## src/rtl/dsp_pkg.sv

```systemverilog
// Shared DSP package: sequencer state encoding, instruction format and default widths.
// Used by dsp_sequencer and the fetch interface.
package dsp_pkg;

  localparam int INSTR_ADDR_WIDTH_DEF  = 10;
  localparam int SAMPLE_ADDR_WIDTH_DEF = 10;
  localparam int PIPE_DEPTH_DEF        = 4;

  // PIPE_DEPTH is limited to 1..15, so a 4-bit drain counter always fits.
  localparam int DRAIN_CNT_WIDTH = 4;

  typedef enum logic [1:0] {
    IDLE  = 2'd0,
    FETCH = 2'd1,
    DRAIN = 2'd2
  } seq_state_t;

  typedef enum logic [3:0] {
    OP_NOP   = 4'h0,
    OP_LOAD  = 4'h1,
    OP_STORE = 4'h2,
    OP_MAC   = 4'h3,
    OP_ADD   = 4'h4,
    OP_MUL   = 4'h5,
    OP_MOV   = 4'h6,
    OP_SAT   = 4'h7
  } opcode_t;

  typedef struct packed {
    opcode_t     opcode;
    logic [3:0]  dst;
    logic [3:0]  src_a;
    logic [3:0]  src_b;
    logic [15:0] imm;
  } instr_t;

  // Drain counter load value: counts PIPE_DEPTH cycles down to zero inclusive.
  function automatic logic [DRAIN_CNT_WIDTH-1:0] drain_load(input int depth);
    return DRAIN_CNT_WIDTH'(depth - 1);
  endfunction

endpackage

```

## src/rtl/dsp_sequencer_if.sv

```systemverilog
// Instruction-fetch port between dsp_sequencer (master) and the DSP core fetch stage (slave).
interface dsp_sequencer_if
  import dsp_pkg::*;
#(
  parameter int INSTR_ADDR_WIDTH = INSTR_ADDR_WIDTH_DEF
);

  logic [INSTR_ADDR_WIDTH-1:0] instr_rd_addr;
  logic                        instr_rd_en;

  modport master (
    output instr_rd_addr,
    output instr_rd_en
  );

  modport slave (
    input instr_rd_addr,
    input instr_rd_en
  );

endinterface

```

## src/rtl/dsp_sequencer.sv

```systemverilog
// Frame-synchronous program sequencer: per frame strobe, fetch prog_len instructions, drain the
// pipeline, pulse frame_done. Define DSP_SEQ_ROTATE_EN to build the rotating rot_base register.
module dsp_sequencer
  import dsp_pkg::*;
#(
  parameter int INSTR_ADDR_WIDTH  = INSTR_ADDR_WIDTH_DEF,
  parameter int SAMPLE_ADDR_WIDTH = SAMPLE_ADDR_WIDTH_DEF,
  parameter int PIPE_DEPTH        = PIPE_DEPTH_DEF
) (
  input  logic                         clk,
  input  logic                         reset_n,
  input  logic                         frame_strobe,
  input  logic [INSTR_ADDR_WIDTH-1:0]  prog_len,
  input  logic                         overrun_clr,
  dsp_sequencer_if.master              fetch,
  output logic [SAMPLE_ADDR_WIDTH-1:0] rot_base,
  output logic                         busy,
  output logic                         frame_done,
  output logic                         overrun
);

  localparam logic [DRAIN_CNT_WIDTH-1:0] DRAIN_LOAD = drain_load(PIPE_DEPTH);

  seq_state_t                  state;
  logic [INSTR_ADDR_WIDTH-1:0] pc;
  logic [INSTR_ADDR_WIDTH-1:0] len;
  logic [DRAIN_CNT_WIDTH-1:0]  drain_cnt;
  logic                        rd_en;

  // The PC register drives the fetch address directly, keeping the output registered.
  assign fetch.instr_rd_addr = pc;
  assign fetch.instr_rd_en   = rd_en;

  // NOTE: sequential state uses non-blocking assignments so every register samples
  // pre-edge values, independent of statement order inside the block.
  always_ff @(posedge clk or negedge reset_n) begin
    if (!reset_n) begin
      state      <= IDLE;
      pc         <= '0;
      len        <= '0;
      drain_cnt  <= '0;
      rd_en      <= 1'b0;
      busy       <= 1'b0;
      frame_done <= 1'b0;
      overrun    <= 1'b0;
    end else begin
      frame_done <= 1'b0;

      // A strobe while busy is dropped; its sticky flag beats a simultaneous clear.
      if (frame_strobe && (state != IDLE)) begin
        overrun <= 1'b1;
      end else if (overrun_clr) begin
        overrun <= 1'b0;
      end

      case (state)
        IDLE: begin
          if (frame_strobe) begin
            len  <= prog_len;
            pc   <= '0;
            busy <= 1'b1;
            if (prog_len != '0) begin
              state <= FETCH;
              rd_en <= 1'b1;
            end else begin
              state     <= DRAIN;
              drain_cnt <= DRAIN_LOAD;
            end
          end
        end

        FETCH: begin
          // PC holds on the last fetch, so it never wraps even at the maximum length.
          if (pc == len - INSTR_ADDR_WIDTH'(1)) begin
            state     <= DRAIN;
            rd_en     <= 1'b0;
            drain_cnt <= DRAIN_LOAD;
          end else begin
            pc <= pc + INSTR_ADDR_WIDTH'(1);
          end
        end

        DRAIN: begin
          if (drain_cnt == '0) begin
            state      <= IDLE;
            busy       <= 1'b0;
            frame_done <= 1'b1;
          end else begin
            drain_cnt <= drain_cnt - DRAIN_CNT_WIDTH'(1);
          end
        end

        default: begin
          state <= IDLE;
          rd_en <= 1'b0;
          busy  <= 1'b0;
        end
      endcase
    end
  end

`ifdef DSP_SEQ_ROTATE_EN
  // Steps on the same edge that raises frame_done, so both appear together.
  always_ff @(posedge clk or negedge reset_n) begin
    if (!reset_n) begin
      rot_base <= '0;
    end else if ((state == DRAIN) && (drain_cnt == '0)) begin
      rot_base <= rot_base - SAMPLE_ADDR_WIDTH'(1);
    end
  end
`else
  assign rot_base = '0;
`endif

endmodule

```

## src/flat_wrapper.sv

```systemverilog
// flat-port wrapper written by rule: the top's interface ports become plain ports
module dsp_sequencer_flat import dsp_pkg::*;
#(
  parameter int INSTR_ADDR_WIDTH  = INSTR_ADDR_WIDTH_DEF,
  parameter int SAMPLE_ADDR_WIDTH = SAMPLE_ADDR_WIDTH_DEF,
  parameter int PIPE_DEPTH        = PIPE_DEPTH_DEF
)
  (clk, reset_n, frame_strobe, prog_len, overrun_clr, rot_base, busy, frame_done, overrun, fetch_instr_rd_addr, fetch_instr_rd_en);
  dsp_sequencer_if #(.INSTR_ADDR_WIDTH(INSTR_ADDR_WIDTH)) fetch_i ();
  input  logic clk;
  input  logic reset_n;
  input  logic frame_strobe;
  input  logic [INSTR_ADDR_WIDTH-1:0] prog_len;
  input  logic overrun_clr;
  output logic [SAMPLE_ADDR_WIDTH-1:0] rot_base;
  output logic busy;
  output logic frame_done;
  output logic overrun;
  output wire logic [$bits(fetch_i.instr_rd_addr)-1:0] fetch_instr_rd_addr;
  output wire logic [$bits(fetch_i.instr_rd_en)-1:0] fetch_instr_rd_en;
  assign fetch_instr_rd_addr = fetch_i.instr_rd_addr;
  assign fetch_instr_rd_en = fetch_i.instr_rd_en;
  dsp_sequencer #(.INSTR_ADDR_WIDTH(INSTR_ADDR_WIDTH), .SAMPLE_ADDR_WIDTH(SAMPLE_ADDR_WIDTH), .PIPE_DEPTH(PIPE_DEPTH)) u_core (.clk(clk), .reset_n(reset_n), .frame_strobe(frame_strobe), .prog_len(prog_len), .overrun_clr(overrun_clr), .fetch(fetch_i), .rot_base(rot_base), .busy(busy), .frame_done(frame_done), .overrun(overrun));
endmodule
```

## config.mk

```make
export PLATFORM = sky130hd
export DESIGN_NAME = dsp_sequencer_flat
export DESIGN_NICKNAME = d
export VERILOG_FILES = /design/src/rtl/dsp_pkg.sv /design/src/rtl/dsp_sequencer_if.sv /design/src/rtl/dsp_sequencer.sv /design/src/flat_wrapper.sv
export SDC_FILE = /design/constraint.sdc
export NUM_CORES = 1
export LEC_CHECK = 0
export ABC_AREA = 1
export CAP_MARGIN = 30
export CORE_MARGIN = 2
export CORE_UTILIZATION = 54
export CTS_BUF_LIST = sky130_fd_sc_hd__clkbuf_2 sky130_fd_sc_hd__clkbuf_4 sky130_fd_sc_hd__clkbuf_8
export CTS_CLUSTER_DIAMETER = 30
export DETAILED_ROUTE_END_ITERATION = 10
export PLACE_DENSITY_LB_ADDON = 0.15
export SETUP_SLACK_MARGIN = 0.05
export SLEW_MARGIN = 20
export SYNTH_ARGS = -nofsm -noshare
export SYNTH_HDL_FRONTEND = slang
export SYNTH_SLANG_ARGS = --single-unit
```

## constraint.sdc

```tcl
create_clock -name clk -period 2.2 [get_ports clk]
set_input_delay 0.33 -clock clk [delete_from_list [all_inputs] [get_ports clk]]
set_output_delay 0.33 -clock clk [all_outputs]
set_load 0.1 [all_outputs]
```

---- Word level (Yosys, flattened, before mapping) ----
Cells that the tools add are included.
storage, ports and cells
  input bits .............................. 14
  output and inout port bits .............. 24
  word-level logic and storage cells ...... 61
  flip-flop bits (word level) ............. 30
operators by class
  equality and inequality tests ........... 10
  reduce and logical (&&, ||, !) cells .... 14
  bitwise gates (word level) .............. 2
  add/subtract/negate cells ............... 3
  mux-type cells .......................... 24
operators by type and width
  kind                   count
  $mux 10                2
  $pmux 10 s2            1
  $mux 4                 4
  $pmux 4 s3             1
  $add 10x1->10 const B  1
  $eq 10x10->1           1
  $reduce_bool 10->1     1
  $sub 10x1->10 const B  1
  $mux 1                 9
  $reduce_and 3->1       3
  $mux 2                 4
  $ne 2x2->1 const B     4
  $ne 2x1->1 const B     3
  $pmux 1 s3             2
  $pmux 2 s3             1
  $reduce_bool 2->1      3
  $reduce_and 5->1       1
  $logic_not 4->1        1
  $reduce_and 4->1       1
  $sub 4x1->4 const B    1
  $reduce_bool 3->1      1
  $eq 2x1->1 const B     1
  $eq 2x2->1 const B     1
  $logic_not 2->1        1
  3 further kinds        4

---- Depth between registers and ports, before layout ----
  word-level depth ........................ 4
  depth in mapped cells ................... 15

---- Least setup slack after synthesis ----
Ideal clock, no wire load.
  path type ............................... register to register
  start point ............................. register u_core.pc[1], in the netlist u_core.fetch.instr_rd_addr[1]
  end point ............................... register u_core.pc[8], in the netlist u_core.fetch.instr_rd_addr[8]
  path buffers ............................ 0
  setup slack ............................. -0.052 ns
  data required time ...................... 2.083 ns
  cell stages (with the launch flop) ...... 11
  setup time .............................. 0.117 ns
  period minus slack after synthesis ...... 2.252 ns
  arrival ................................. 2.135 ns
  cell sequence ........................... dfrtp_1 > ha_1 > nand2_1 > nor2_1 > nand3_1 > nor2_1 > nand2_1 > xor2_1 > nor2_1 > nand2_1 > nand2_1
on the way
  cells in the longest elaborated chain, start to end .. 3
  elaborated cells on any way between the ends .. 6
RTL lines
  item                                             RTL line                                  text
  from (decl)                                      dsp_sequencer.sv:25                       logic [INSTR_ADDR_WIDTH-1:0] pc;
  from (signal assigned)                           dsp_sequencer.sv:79                       pc <= pc + INSTR_ADDR_WIDTH'(1);
  $add 10x1->10 or $eq 10x10->1 (tied branches)    dsp_sequencer.sv:79, dsp_sequencer.sv:74
  $mux 10 or $ne 2x2->1 (tied branches)            --
  $pmux 10 s2 or $reduce_and 3->1 (tied branches)  --
Parallel ways exist; a longest one is shown, timed or not. The select of a mux whose other input is x is not followed.
A chain may end at the register's enable or synchronous reset.

---- Worst setup path in the final report ----
  start point ............................. register u_core.len[0]
  end point ............................... register u_core.drain_cnt[3]
on the way
  cells in the longest elaborated chain, start to end .. 4
RTL lines
  item                        RTL line             text
  from (decl)                 dsp_sequencer.sv:26  logic [INSTR_ADDR_WIDTH-1:0] len;
  from (signal assigned)      dsp_sequencer.sv:59  len <= prog_len;
  $sub 10x1->10               dsp_sequencer.sv:74  if (pc == len - INSTR_ADDR_WIDTH'(1)) begin
  $eq 10x10->1                dsp_sequencer.sv:74
  $ne 2x1->1 (no line)        --
  $reduce_and 5->1 (no line)  --
  to (signal assigned)        dsp_sequencer.sv:89  drain_cnt <= drain_cnt - DRAIN_CNT_WIDTH'(1);
  to (decl)                   dsp_sequencer.sv:27  logic [DRAIN_CNT_WIDTH-1:0] drain_cnt;
Every way passes these cells.

==> impl_summary.log <==
[metrics] number of hold violations in the final report: 0
[metrics] sequential cell fraction of total power: 53.6%
[metrics] number of placement rows: 21
[metrics] area of the mapped netlist: 1960 um^2
[metrics] crit end category: register
[metrics] fraction of power spent switching nets: 28.2%
[metrics] data arrival time of the worst path: 2170 ps
[metrics] antenna violations before repair: 0
[metrics] chip height: approximately 64 um
[metrics] post-synthesis adder-cell area fraction: 1.92%
[metrics] share of the clock period used by the worst path after layout: roughly 88%
[metrics] total vias in the final route: 1792
[metrics] start-to-end type of the worst setup path: register to register
[metrics] area share of and/or/nand/nor cells after synthesis: 37.2%
[metrics] endpoint required time on the critical path: 2430 ps
[metrics] remaining max-slew budget at the tightest pin: between 60% and 70%
[metrics] share of the synthesized area in the top cell type: 38.4%
[metrics] average routed wire per standard cell: 11.4 um
[metrics] top-level port count: 38
[metrics] layout overhead on the synthesized area: 16.8%
[metrics] prevailing post-synth register cell: dfrtp_1
[metrics] die boundary width: 64.2 um
[metrics] library cell appearing most often on the critical path: nand2_1
[metrics] cell chosen for the clock root: clkbuf_4
[metrics] area fraction in compound gates after synthesis: 5.18%
[metrics] Power Density: around 450 nW/um^2
[metrics] largest area contributor in the synthesized netlist: dfrtp_1
[metrics] outcome: finished clean
[metrics] maximum number of pins on one net before global-route repair: 31
[metrics] combined area of the multi-input logic cells: between 1000 and 1500 um^2
[metrics] power spent charging and discharging nets: 0.291 mW
[metrics] Cell variety after synth: 25
[metrics] fraction of layout cells with a size suffix above 1: 12.9%
[metrics] port bufs: 27
[metrics] commonest cells in the synthesized netlist: nand2_1, inv_1, nor2_1
[metrics] delay of the slowest cell on the worst path: ~390 ps
[metrics] Static Leak: 1.23 nW
[metrics] top post-synthesis cells by area: dfrtp_1, nand2_1, nand3_1, inv_1, nor2_1
[metrics] share of power burned in combinational logic: 12.4%
[metrics] maximum vdd drop: about 0.27 mV
[metrics] Via density: slightly below 5
[metrics] Total Nets Final: 335
[metrics] RSZ-0062 raised after global routing: no
[metrics] Cell Area, Placed: 2210 um^2
[metrics] CTS Buf Count: 5
[metrics] Placeable Area: 3420 um^2
[metrics] maximum buffer depth of the clock tree: 2
[metrics] fill cell count: 308
[metrics] total detailed-routing wirelength: around 4100 um
[metrics] # H-tree levels: 2
[metrics] cell-internal power: 0.740 mW
[metrics] clock network fraction of design power: 33.9%
[metrics] CTS sink count: 30
[metrics] CTS tree: built
[metrics] Post-DP HPWL: 3160 um
[metrics] final setup vio count: 0
[metrics] number of detailed-routing iterations run before antenna repair: 4
[metrics] final max-slew violation count: 0
[metrics] YS warnings: 0
[metrics] clock latency reported for the late side of the worst-skew pair: 340 ps
[metrics] Fmax achieved: 515 MHz
[metrics] highest-delay cell along the critical path: dfrtp_1
[metrics] cell-by-cell trace of the critical path: inv_2, ha_2, xor2_1, nand2_1, nor2_1, nand2_1, nor2_2, nand3_2, nand2_8, nand2_1, nand2_1, nand2_1
[metrics] Max-cap violations: 0
[metrics] via count of the first global-routing pass: 1688
[metrics] post-CTS setup buffer count: 0
[metrics] register area share after synthesis: between 30% and 40%
[metrics] area share of xor/xnor cells in the synthesized design: 4.93%
[metrics] dominant combinational cell family by area after synthesis: simple AND/OR/NAND/NOR gates
[metrics] Iter 0 DRT Violations: about 160
[metrics] total overflow reported by the global router: 0
[metrics] Post-synth EDFFs: 0
[metrics] maximum fanout encountered on the critical timing path: 18
[metrics] global placement routability congestion: 0.894
[metrics] number of remaining DRC errors: 0
[metrics] Routed Antenna Nets: 0
[metrics] async set or reset register ratio after synthesis: 100%
[metrics] area of the die: 4120 um^2
[metrics] total global-route track usage: 23.0%
[metrics] post-layout minimum cycle time: 1940 ps
[metrics] wire length of the first global-routing pass: approximately 7400 um
[metrics] starting utilization of the core area: between 50 and 60%
[metrics] multiplexer area fraction after synthesis: 0%
[metrics] Avg Inst Size Synth: around 7 um^2
[metrics] Critical Path Source Type: register
[metrics] clock transition at the register clock pins on the worst setup and hold paths after CTS: 100 ps
[metrics] Sum Neg Setup Slack: 0 ps
[metrics] instance count of the mapped netlist: 286
[metrics] most common cell in the netlist: nand2_1
[metrics] class of the tightest hold or removal check: input port to async pin
[metrics] fin area: 2280 um^2
[metrics] number of register bits inferred by synthesis: 30
[metrics] final clock skew: roughly 11 ps
[metrics] diode insertion count for antenna repair: 0
[metrics] storage element area: 756 um^2
[metrics] Slew @ Worst Pin: 564 ps
power by group through the flow:
| stage | clock [mW] | sequential (mW) | combinational (mW) |
|---|---|---|---|
| 2_1_floorplan | 0 | 0.573 | 0.0929 |
| 3_3_place_gp | 0 | 0.564 | 0.128 |
| 3_5_place_dp | 0 | 0.564 | 0.129 |
| 4_1_cts | 0.360 | 0.553 | 0.129 |
| 5_1_grt | 0.376 | 0.553 | 0.136 |
| 6_report | 0.350 | 0.553 | 0.128 |
cell usage in the layout, fill, tap and decap left out, types with 3 or more instances in the layout:
cell | Yosys | layout
a21oi_1 | 7 | 7
buf_4 | 10 | 18
clkbuf_4 | 0 | 6
clkdlybuf4s50_1 | 0 | 13
conb_1 | 1 | 10
dfrtp_1 | 30 | 26
dfrtp_2 | 0 | 4
inv_1 | 36 | 35
nand2_1 | 89 | 89
nand3_1 | 29 | 29
nor2_1 | 35 | 35
nor2_2 | 4 | 4
nor3b_1 | 3 | 3
o21ai_0 | 12 | 12
xnor2_1 | 4 | 4
xor2_1 | 7 | 7
worst max-delay path, delay by kind of cell (launching register included):
| family | cells | cell delay [ps] |
|---|---|---|
| AND/OR/NAND/NOR | 9 | 900 |
| flip-flops | 1 | 390 |
| adder cells (fa/ha/maj) | 1 | 290 |
| XOR/XNOR | 1 | 160 |
| buffers and inverters | 1 | 100 |
path summary, 6_finish.rpt:
path,cells past startpoint,to,from,slack (ps)
setup / recovery,12,u_core.drain_cnt[3],u_core.len[0],260
hold / removal,2,u_core.fetch.instr_rd_addr[3],reset_n,380
setup reg to reg,12,u_core.drain_cnt[3],u_core.len[0],260
hold reg to reg,2,u_core.drain_cnt[1],u_core.drain_cnt[1],470
max in group asynchronous,2,u_core.fetch.instr_rd_addr[1],reset_n,1500
min in group clk,2,u_core.drain_cnt[1],u_core.drain_cnt[1],470
state kept, by name (all words and copies together) (netlist names):
register                    count
u_core.fetch.instr_rd_addr     10
u_core.len                     10
u_core.drain_cnt                4
u_core.state                    2
u_core.busy                     1
u_core.fetch.instr_rd_en        1
u_core.frame_done               1
u_core.overrun                  1
kinds of logic (layout without fill, tap and decap cells):
group | count (synthesis) | after routing
DFF | 30 | 30
xor gates and xnor gates | 11 | 11
and+or+nand+nor | 170 | 170
AOI/OAI and AO/OA | 20 | 20
adders and majority gates | 3 | 3
buffers and inverters | 51 | 74
other | 1 | 10
per-layer routing:
layer  up-vias  GRT usage (%)  part of all wire (%)  wire length, um
li1        934              -                     -                -
met1       794           30.6                    49             2030
met2        57           36.8                    44             1820
met3         7           6.16                   5.4              224
met4         0           6.65                   1.3               53
met5         -              0                     0                0
cell type report:
cell class | count | share of cell area (%)
Sequential cell | 30 | 33.1
Timing Repair Buffer | 31 | 11.6
Inverter | 36 | 5.91
Clock buffer | 7 | 2.57
Tap cell | 46 | 2.52
Multi-Input combinational cell | 214 | 44.3
repair_timing:
action	in CTS	in global routing
endpoints found under the setup margin	0	12
resized for setup	0	3
hold buffers	0	0
through the flow:
step	util [%]	instances	power [mW]	setup slack [ps]	hold slack, ps
CTS	66.6	364	1.04	189	400
detailed placement	64.8	357	0.693	200	459
finish	66.9	364	1.03	259	383
floorplan	-	295	0.666	50.7	34.4
global placement	64.8	357	0.692	273	456
global route	66.9	364	1.07	48.2	414
Note: power is estimated with default switching activity, not from simulation.
